--- src/rtl/key_conditioner_if.sv ---
// Key conditioner bus: raw button levels in, conditioned level and event pulses out.
interface key_conditioner_if #(
    parameter int N_KEYS = 4
);
    logic [N_KEYS-1:0] key_raw;
    logic [N_KEYS-1:0] key_level;
    logic [N_KEYS-1:0] key_press;
    logic [N_KEYS-1:0] key_release;
    logic [N_KEYS-1:0] key_long;

    // Board / stimulus side: drives raw buttons, consumes events.
    modport master (
        output key_raw,
        input  key_level, key_press, key_release, key_long
    );

    // Conditioner side.
    modport slave (
        input  key_raw,
        output key_level, key_press, key_release, key_long
    );
endinterface

--- src/rtl/key_conditioner.sv ---
// Key conditioner: per-key 2-flop synchroniser, debounce FSM and long-press
// detector. Channels are independent lanes; all outputs are registered.

// One debounced key channel, fed by an already-synchronised level.
module key_conditioner_lane #(
    parameter int DEBOUNCE_CYCLES = 1_000_000,
    parameter int LONG_CYCLES     = 200_000_000
) (
    input  logic clk,
    input  logic reset,
    input  logic s,
    output logic key_level,
    output logic key_press,
    output logic key_release,
    output logic key_long
);
    localparam int CNT_W  = $clog2(DEBOUNCE_CYCLES);
    localparam int HOLD_W = $clog2(LONG_CYCLES);

    localparam logic [1:0] IDLE         = 2'd0;
    localparam logic [1:0] PRESS_WAIT   = 2'd1;
    localparam logic [1:0] PRESSED      = 2'd2;
    localparam logic [1:0] RELEASE_WAIT = 2'd3;

    localparam logic [CNT_W-1:0]  CNT_MAX  = CNT_W'(DEBOUNCE_CYCLES - 1);
    localparam logic [HOLD_W-1:0] HOLD_MAX = HOLD_W'(LONG_CYCLES - 1);

    logic [1:0]        state_q, state_d;
    logic [CNT_W-1:0]  cnt_q, cnt_d;
    logic [HOLD_W-1:0] hold_q, hold_d;
    logic              fired_q, fired_d;
    logic              level_q, level_d;
    logic              press_q, press_d;
    logic              release_q, release_d;
    logic              long_q, long_d;

    // Next-state, counters and the pulses to be registered on this edge.
    always_comb begin
        state_d   = state_q;
        cnt_d     = cnt_q;
        hold_d    = hold_q;
        fired_d   = fired_q;
        press_d   = 1'b0;
        release_d = 1'b0;
        long_d    = 1'b0;
        case (state_q)
            IDLE: begin
                cnt_d = '0;
                if (s) begin
                    state_d = PRESS_WAIT;
                    cnt_d   = CNT_W'(1);
                end
            end
            PRESS_WAIT: begin
                if (!s) begin
                    state_d = IDLE;
                    cnt_d   = '0;
                end else if (cnt_q == CNT_MAX) begin
                    state_d = PRESSED;
                    cnt_d   = '0;
                    hold_d  = '0;
                    fired_d = 1'b0;
                    press_d = 1'b1;
                end else begin
                    cnt_d = cnt_q + CNT_W'(1);
                end
            end
            PRESSED: begin
                // Hold counts every PRESSED cycle, including the one that
                // sees the release start; it stops only in RELEASE_WAIT.
                if (hold_q != HOLD_MAX) hold_d = hold_q + HOLD_W'(1);
                if (hold_q == HOLD_MAX && !fired_q) begin
                    long_d  = 1'b1;
                    fired_d = 1'b1;
                end
                if (!s) begin
                    state_d = RELEASE_WAIT;
                    cnt_d   = CNT_W'(1);
                end
            end
            default: begin // RELEASE_WAIT, hold frozen
                if (s) begin
                    state_d = PRESSED;
                    cnt_d   = '0;
                end else if (cnt_q == CNT_MAX) begin
                    state_d   = IDLE;
                    cnt_d     = '0;
                    hold_d    = '0;
                    fired_d   = 1'b0;
                    release_d = 1'b1;
                end else begin
                    cnt_d = cnt_q + CNT_W'(1);
                end
            end
        endcase
        level_d = (state_d == PRESSED) || (state_d == RELEASE_WAIT);
    end

    // Channel state and registered outputs; reset drops everything silently.
    always_ff @(posedge clk or negedge reset) begin
        if (!reset) begin
            state_q   <= IDLE;
            cnt_q     <= '0;
            hold_q    <= '0;
            fired_q   <= 1'b0;
            level_q   <= 1'b0;
            press_q   <= 1'b0;
            release_q <= 1'b0;
            long_q    <= 1'b0;
        end else begin
            state_q   <= state_d;
            cnt_q     <= cnt_d;
            hold_q    <= hold_d;
            fired_q   <= fired_d;
            level_q   <= level_d;
            press_q   <= press_d;
            release_q <= release_d;
            long_q    <= long_d;
        end
    end

    assign key_level   = level_q;
    assign key_press   = press_q;
    assign key_release = release_q;
    assign key_long    = long_q;
endmodule

module key_conditioner #(
    parameter int N_KEYS          = 4,
    parameter int DEBOUNCE_CYCLES = 1_000_000,
    parameter int LONG_CYCLES     = 200_000_000
) (
    input  logic               clk,
    input  logic               reset,
    key_conditioner_if.slave   kif
);
    logic [N_KEYS-1:0] meta_q, sync_q;
    logic [N_KEYS-1:0] level_w, press_w, release_w, long_w;

    // Two-flop synchroniser for the asynchronous button levels.
    always_ff @(posedge clk or negedge reset) begin
        if (!reset) begin
            meta_q <= '0;
            sync_q <= '0;
        end else begin
            meta_q <= kif.key_raw;
            sync_q <= meta_q;
        end
    end

    for (genvar k = 0; k < N_KEYS; k++) begin : g_lane
        key_conditioner_lane #(
            .DEBOUNCE_CYCLES (DEBOUNCE_CYCLES),
            .LONG_CYCLES     (LONG_CYCLES)
        ) u_lane (
            .clk         (clk),
            .reset       (reset),
            .s           (sync_q[k]),
            .key_level   (level_w[k]),
            .key_press   (press_w[k]),
            .key_release (release_w[k]),
            .key_long    (long_w[k])
        );
    end

    assign kif.key_level   = level_w;
    assign kif.key_press   = press_w;
    assign kif.key_release = release_w;
    assign kif.key_long    = long_w;
endmodule

--- src/flat_wrapper.sv ---
// flat-port wrapper written by rule: the top's interface ports become plain ports
module key_conditioner_flat 
#(
    parameter int N_KEYS          = 4,
    parameter int DEBOUNCE_CYCLES = 1_000_000,
    parameter int LONG_CYCLES     = 200_000_000
)
  (clk, reset, kif_key_raw, kif_key_level, kif_key_press, kif_key_release, kif_key_long);
  key_conditioner_if #(.N_KEYS(N_KEYS)) kif_i ();
  input  logic clk;
  input  logic reset;
  input wire logic [$bits(kif_i.key_raw)-1:0] kif_key_raw;
  output wire logic [$bits(kif_i.key_level)-1:0] kif_key_level;
  output wire logic [$bits(kif_i.key_press)-1:0] kif_key_press;
  output wire logic [$bits(kif_i.key_release)-1:0] kif_key_release;
  output wire logic [$bits(kif_i.key_long)-1:0] kif_key_long;
  assign kif_i.key_raw = kif_key_raw;
  assign kif_key_level = kif_i.key_level;
  assign kif_key_press = kif_i.key_press;
  assign kif_key_release = kif_i.key_release;
  assign kif_key_long = kif_i.key_long;
  key_conditioner #(.N_KEYS(N_KEYS), .DEBOUNCE_CYCLES(DEBOUNCE_CYCLES), .LONG_CYCLES(LONG_CYCLES)) u_core (.clk(clk), .reset(reset), .kif(kif_i));
endmodule
--- config.mk ---
export PLATFORM = sky130hd
export DESIGN_NAME = key_conditioner_flat
export DESIGN_NICKNAME = d
export VERILOG_FILES = /design/src/rtl/key_conditioner_if.sv /design/src/rtl/key_conditioner.sv /design/src/flat_wrapper.sv
export SDC_FILE = /design/constraint.sdc
export NUM_CORES = 1
export LEC_CHECK = 0
export CELL_PAD_IN_SITES_DETAIL_PLACEMENT = 2
export CELL_PAD_IN_SITES_GLOBAL_PLACEMENT = 2
export CORE_ASPECT_RATIO = 1.4
export CORE_MARGIN = 1.5
export CORE_UTILIZATION = 25
export DETAILED_ROUTE_END_ITERATION = 6
export PLACE_DENSITY_LB_ADDON = 0.1
export RECOVER_POWER = 100
export SETUP_SLACK_MARGIN = 0.02
export SLEW_MARGIN = 10
export SYNTH_ARGS = -nofsm -noshare
export SYNTH_HDL_FRONTEND = slang
export SYNTH_SLANG_ARGS = --single-unit
--- constraint.sdc ---
create_clock -name clk -period 2.95 [get_ports clk]
set_clock_uncertainty 0.05 [all_clocks]
set_input_delay 0.885 -clock clk [delete_from_list [all_inputs] [get_ports clk]]
set_output_delay 0.885 -clock clk [all_outputs]
set_load 0.02 [all_outputs]
Yosys cells after proc, flatten, opt, wreduce, memory -nomap -nowiden
Index checks and enable logic that the tools add are counted.

operators by class
  add/sub/neg operators = 8
  equal/unequal tests = 48
  mux-type cells = 120
  bitwise logic cells = 4
  reductions and logical operators = 28

operators by type and width
  kind                                                 count
  2-to-1 mux 28 bit                                    16
  one-hot mux 28 bit (3 select lines)                  4
  2-to-1 mux 20 bit                                    16
  one-hot mux 20 bit (3 select lines)                  4
  adder 28 x 1 -> 28 bit, second input constant        4
  equality test 28 bit, second input constant          4
  != test 28 bit, second input constant                4
  adder 20 x 1 -> 20 bit, second input constant        4
  equality test 20 bit, second input constant          4
  2-to-1 mux 1 bit                                     48
  2-to-1 mux 2 bit                                     24
  AND reduction 4 bit                                  8
  equality test 2 bit, second input constant           12
  != test 2 bit, second input constant                 12
  one-hot mux 2 bit (3 select lines)                   4
  != test 3 bit, second input constant                 4
  one-hot mux 1 bit (3 select lines)                   4
  OR reduction 3 bit                                   4
  equality test 2 x 1 -> 1 bit, second input constant  4
  zero test 2 bit                                      4
  != test 2 x 1 -> 1 bit, second input constant        4
  logical AND 1 bit                                    4
  zero test 1 bit                                      4
  logical OR 1 bit                                     4
  inverter 1 bit                                       4

storage, ports and cells
  register bits after elaboration = 228
  output and inout port bits = 16
  word-level logic and storage cells = 242

Depth between registers and ports, before layout
  depth in word-level cells = 6
  depth in mapped cells = 10
  gate-level depth less buffers = 7

Hierarchy
Synthesis repeated with hierarchy kept, for this count alone.

unflattened totals
  cells, all modules = 1347
  area, all modules = 12450.7 µm²

by module, submodules not included
  module                                              instances  cells an instance  area each (µm²)  sequential area each (µm²)
  key_conditioner_lane (u_core.g_lane[0].u_lane ...)  3          331                3009.1           1376.3
  key_conditioner_lane (u_core.g_lane[3].u_lane)      1          346                3223.1           1376.3
  key_conditioner                                     1          8                  200.2            200.2

Least setup slack after synthesis
Ideal clock, no wire load.

  path type = flip-flop to flip-flop
  start = register u_core.g_lane[3].u_lane.cnt_q[0]
  end = register u_core.g_lane[3].u_lane.hold_q[13]
  library setup time = 0.121 ns
  arrival = 2.266 ns
  required time = 2.779 ns
  setup slack = 0.513 ns
  stages on the path, launching flop included = 10
  path buffers = 3
  period minus slack after synthesis = 2.437 ns
  path through = dfrtp_1 -> ha_1 -> and3_1 -> and4_1 -> clkbuf_1 -> a31oi_1 -> clkbuf_1 -> buf_1 -> nor4_1 -> o22a_1

between the ends
  cells in the longest elaborated chain, start to end = 4

ends and longest elaborated chain
  item                                         line                                          RTL
  start, declared                              key_conditioner.sv:29                         logic [CNT_W-1:0] cnt_q, cnt_d;
  start signal, assigned                       key_conditioner.sv:112                        cnt_q <= cnt_d;
  equality test 20 bit (*)                     key_conditioner.sv:58, key_conditioner.sv:85
  2-to-1 mux 28 bit (*)                        n/a
  2-to-1 mux 28 bit, on equally long branches  n/a
  one-hot mux 28 bit (3 select lines) (*)      n/a
  end signal, assigned                         key_conditioner.sv:113                        hold_q <= hold_d;
  end, declared                                key_conditioner.sv:30                         logic [HOLD_W-1:0] hold_q, hold_d;

Mark *: on every way between the ends. The rest lies on a longest branch, timed or not. The select of a mux whose other input is x is not followed.
A chain may end at the register's enable or synchronous reset.

Worst setup path after layout
  start = register u_core.g_lane[0].u_lane.cnt_q[15]
  end = register u_core.g_lane[0].u_lane.hold_q[25]

between the ends
  cells in the longest elaborated chain, start to end = 4

ends and longest elaborated chain
  item                                         line
  start, declared                              key_conditioner.sv:29
  start signal, assigned                       key_conditioner.sv:112
  equality test 20 bit (*)                     key_conditioner.sv:58, key_conditioner.sv:85
  2-to-1 mux 28 bit (*)                        n/a
  2-to-1 mux 28 bit, on equally long branches  n/a
  one-hot mux 28 bit (3 select lines) (*)      n/a
  end signal, assigned                         key_conditioner.sv:113
  end, declared                                key_conditioner.sv:30

Marked as above.

==> run metrics <==
outcome finished with violations; failing checks max-capacitance violations, max-slew violations; Crit Path Max Fanout 38; routed wire length 43.81 mm; Hold Crit Class register to register; Placeable Area 53960 µm²; GPL Wtd Cong 0.7443; Die X about 200 µm; die area 55850 µm²; Final ANT Viol Nets 0; Placed Cells 2247; input/output buffers 21; vias in the first global route 13706; Hold Path End u_core.sync_q[2]; dpl ws around 0.19 ns; DRT Pass-1 Iters 4; maxcap violations 1; hold buffer count at cts 0; global route hottest layer met2; Nets roughly 1600; setup TNS 0 ns; max reg flops 112; H-tree depth 1; Clock Tree Buf Depth 3; Sequential cell area 5705 µm²; 1st-iter DRT viols 315; Tightest Pin Transition 1.567 ns; synthesized instance count 1545; first-pass GRT wire length 73.62 mm; final setup fails 0; R2R setup slack about 0.23 ns; CTS tree built; largest register by flop count u_core.g_lane.u_lane.hold_q; I/O pin cnt 22; kind of critical path register to register; fill cell count 6098; Setup WS post-layout 0.2304 ns; Syn Nets around 1600; max-slew violation count 47; met2 GRT Util 30.19%; r2r startpoint u_core.g_lane[0].u_lane.cnt_q[15]; Distinct cells, synth 80; worst reg2reg path depth 6; Synth Flop Type dfrtp_1; total track usage roughly 16%; Post-CTS Setup Bufs 0; drc violations 0; Yosys warnings 0; CTS root buffer clkbuf_16; Synth-to-Final Area Change 14.81%; VDD IR max 388.5 µV; RSZ-0062 raised after global routing no; Tcrit/Tclk final 92.19%; ys async rst share 100.0%; initial antenna violation count 0; mapped cell area around 14000 µm²; Synth Area per Inst 8.805 µm²; Rel. slew slack -4.497%; initial core utilization 25.21%; total power draw 9.224 mW; P per Cell Area 590.6 nW/µm²; pin count of the biggest net entering global routing 57; Worst Hold Depth 0; fmax 367.7 MHz; Leak Pwr 5.933 nW; multi-input logic area 7293 µm²; minimum clock period 2.720 ns; top flop regs u_core.g_lane.u_lane.hold_q x112, u_core.g_lane.u_lane.cnt_q x80, u_core.g_lane.u_lane.state_q x8; DR vias 12201; Post-synth EDFFs 0; std cell rows 101; post-route insts no fill roughly 2300; hpwl dp 29.69 mm; GRT met1 Usage between 10% and 20%; critical path data arrival time between 3 and 4 ns; Inserted Clock Buffers 29; register area share after synthesis a little over two fifths; Clock Latency Late Sink 0.57 ns; CP endpoint kind register; Critical Path Start Type register; top post-synthesis cells by area dfrtp_1 (42%), nand2_1 (4.1%), o21ai_0 (4.0%), nand3_1 (3.8%), nor2_1 (3.0%); area leader, netlist dfrtp_1; CTS sink cnt 228; met3 usage about 1.8%; layout cell share with drive strength beyond 1 under 10%; r2r endpoint u_core.g_lane[0].u_lane.hold_q[25]; min-delay src u_core.meta_q[2]; Reg clk slew, reported paths roughly 0.060 ns; WL/cell 19.07 µm; post-CTS sizing 0; DR vias/cell 5.312; top cell type's share of synthesized area 41.94%; grt total ovfl 0; chip height 279.0 µm; required time at the worst-slack endpoint 3.39 ns; number of synthesized register bits 228; ANT cells 0; Final Hold Slack 0.3011 ns; Hold Vio Cnt, Final 0
[report_power, final]
part | internal, mW | switching, mW | total, mW
registers | 3.28 | 0.197 | 3.47
clock network | 2.18 | 1.50 | 3.68
logic | 0.614 | 1.46 | 2.07
[cell usage after synthesis (all sizes together), types with 11 or more instances]
master    n
nand2b   40
clkbuf   65
inv      43
o211ai   21
nand4    52
or2      14
nand3   102
nor2    111
dfrtp   228
o31ai    16
o21ai   111
or3      19
and2     19
a22o     17
nand2   150
or4      44
nor3     44
buf      32
and4     24
a211o    13
ha       24
xnor2    42
nand3b   23
nor4     40
xor2     15
nor4b    11
o221ai   19
and3     30
a21oi    53
[worst max-delay path by stage]
stage | from | endpoint | slack, ns | depth (start not counted)
finish | u_core.g_lane[0].u_lane.cnt_q[15] | u_core.g_lane[0].u_lane.hold_q[25] | 0.23 | 6
global route | u_core.g_lane[1].u_lane.state_q[1] | u_core.g_lane[1].u_lane.hold_q[20] | 0.04 | 8
CTS | u_core.g_lane[0].u_lane.cnt_q[15] | u_core.g_lane[0].u_lane.hold_q[15] | 0.16 | 5
detailed placement | u_core.g_lane[0].u_lane.cnt_q[15] | u_core.g_lane[0].u_lane.hold_q[24] | 0.19 | 5
global placement | u_core.g_lane[0].u_lane.cnt_q[15] | u_core.g_lane[0].u_lane.hold_q[4] | 0.25 | 5
floorplan | u_core.g_lane[3].u_lane.cnt_q[0] | u_core.g_lane[3].u_lane.hold_q[13] | 0.51 | 9
[metal layers]
metal  vias up  part of all wire (%)
li1       5745                     -
met1      6314                    43
met2        88                    52
met3        54                   2.3
met4         0                   2.0
met5         -                     0
[through the flow]
step	area [µm²]	utilization (%)
6_report	15620	28.94
5_1_grt	15620	28.94
4_1_cts	15730	29.15
3_5_place_dp	14780	27.38
3_3_place_gp	14780	27.38
2_1_floorplan	13600	-
[worst max-delay path, stage by stage, from the launching register on]
cell and delay [ns]:
dfrtp_1 0.43, or4b_1 0.59, nor4_4 0.40, a31oi_1 0.17, buf_4 0.28, or4_1 0.54
a21oi_1 0.15
[cells by family (layout without fill, tap and decap cells)]
| logic type | count (synthesis) | after routing | share of synthesized area, % |
|---|---|---|---|
| AND/OR/NAND/NOR | 751 | 751 | 30.59 |
| AO/OA/AOI/OAI | 334 | 334 | 16.24 |
| flip-flops | 228 | 228 | 41.94 |
| buffers and inverters | 140 | 171 | 4.525 |
| XOR/XNOR | 57 | 57 | 3.670 |
| adder cells (fa/ha/maj) | 24 | 24 | 2.207 |
| multiplexers | 11 | 11 | 0.8278 |
[cells in the final DEF (no fill, tap or decap), types with 13 or more instances in the layout]
master	n
a22o_1	17
and3_1	30
nand2b_1	40
o21ai_0	110
nor3_1	43
a211o_1	13
buf_4	35
ha_1	24
nand2_1	150
and2_1	19
o31ai_1	16
o221ai_1	19
nand4_1	51
or4_1	44
nand3b_1	23
and4_1	24
dlygate4sd3_1	20
nor2_1	110
xor2_1	15
or3_1	18
dfrtp_1	228
inv_1	43
nor4_1	37
clkbuf_16	29
o211ai_1	21
a21oi_1	53
xnor2_1	42
nand3_1	102
[layout make-up]
| class | instances | area share (%) |
|---|---|---|
| well taps | 721 | 5.776 |
| inverters | 43 | 1.033 |
| flip-flops and latches | 228 | 36.53 |
| clock buffers | 39 | 5.207 |
| repair buffers | 78 | 3.869 |
| clock inverters | 11 | 0.8892 |
| multi-input cells | 1177 | 46.70 |
Note: power is estimated with default switching activity, not from simulation.
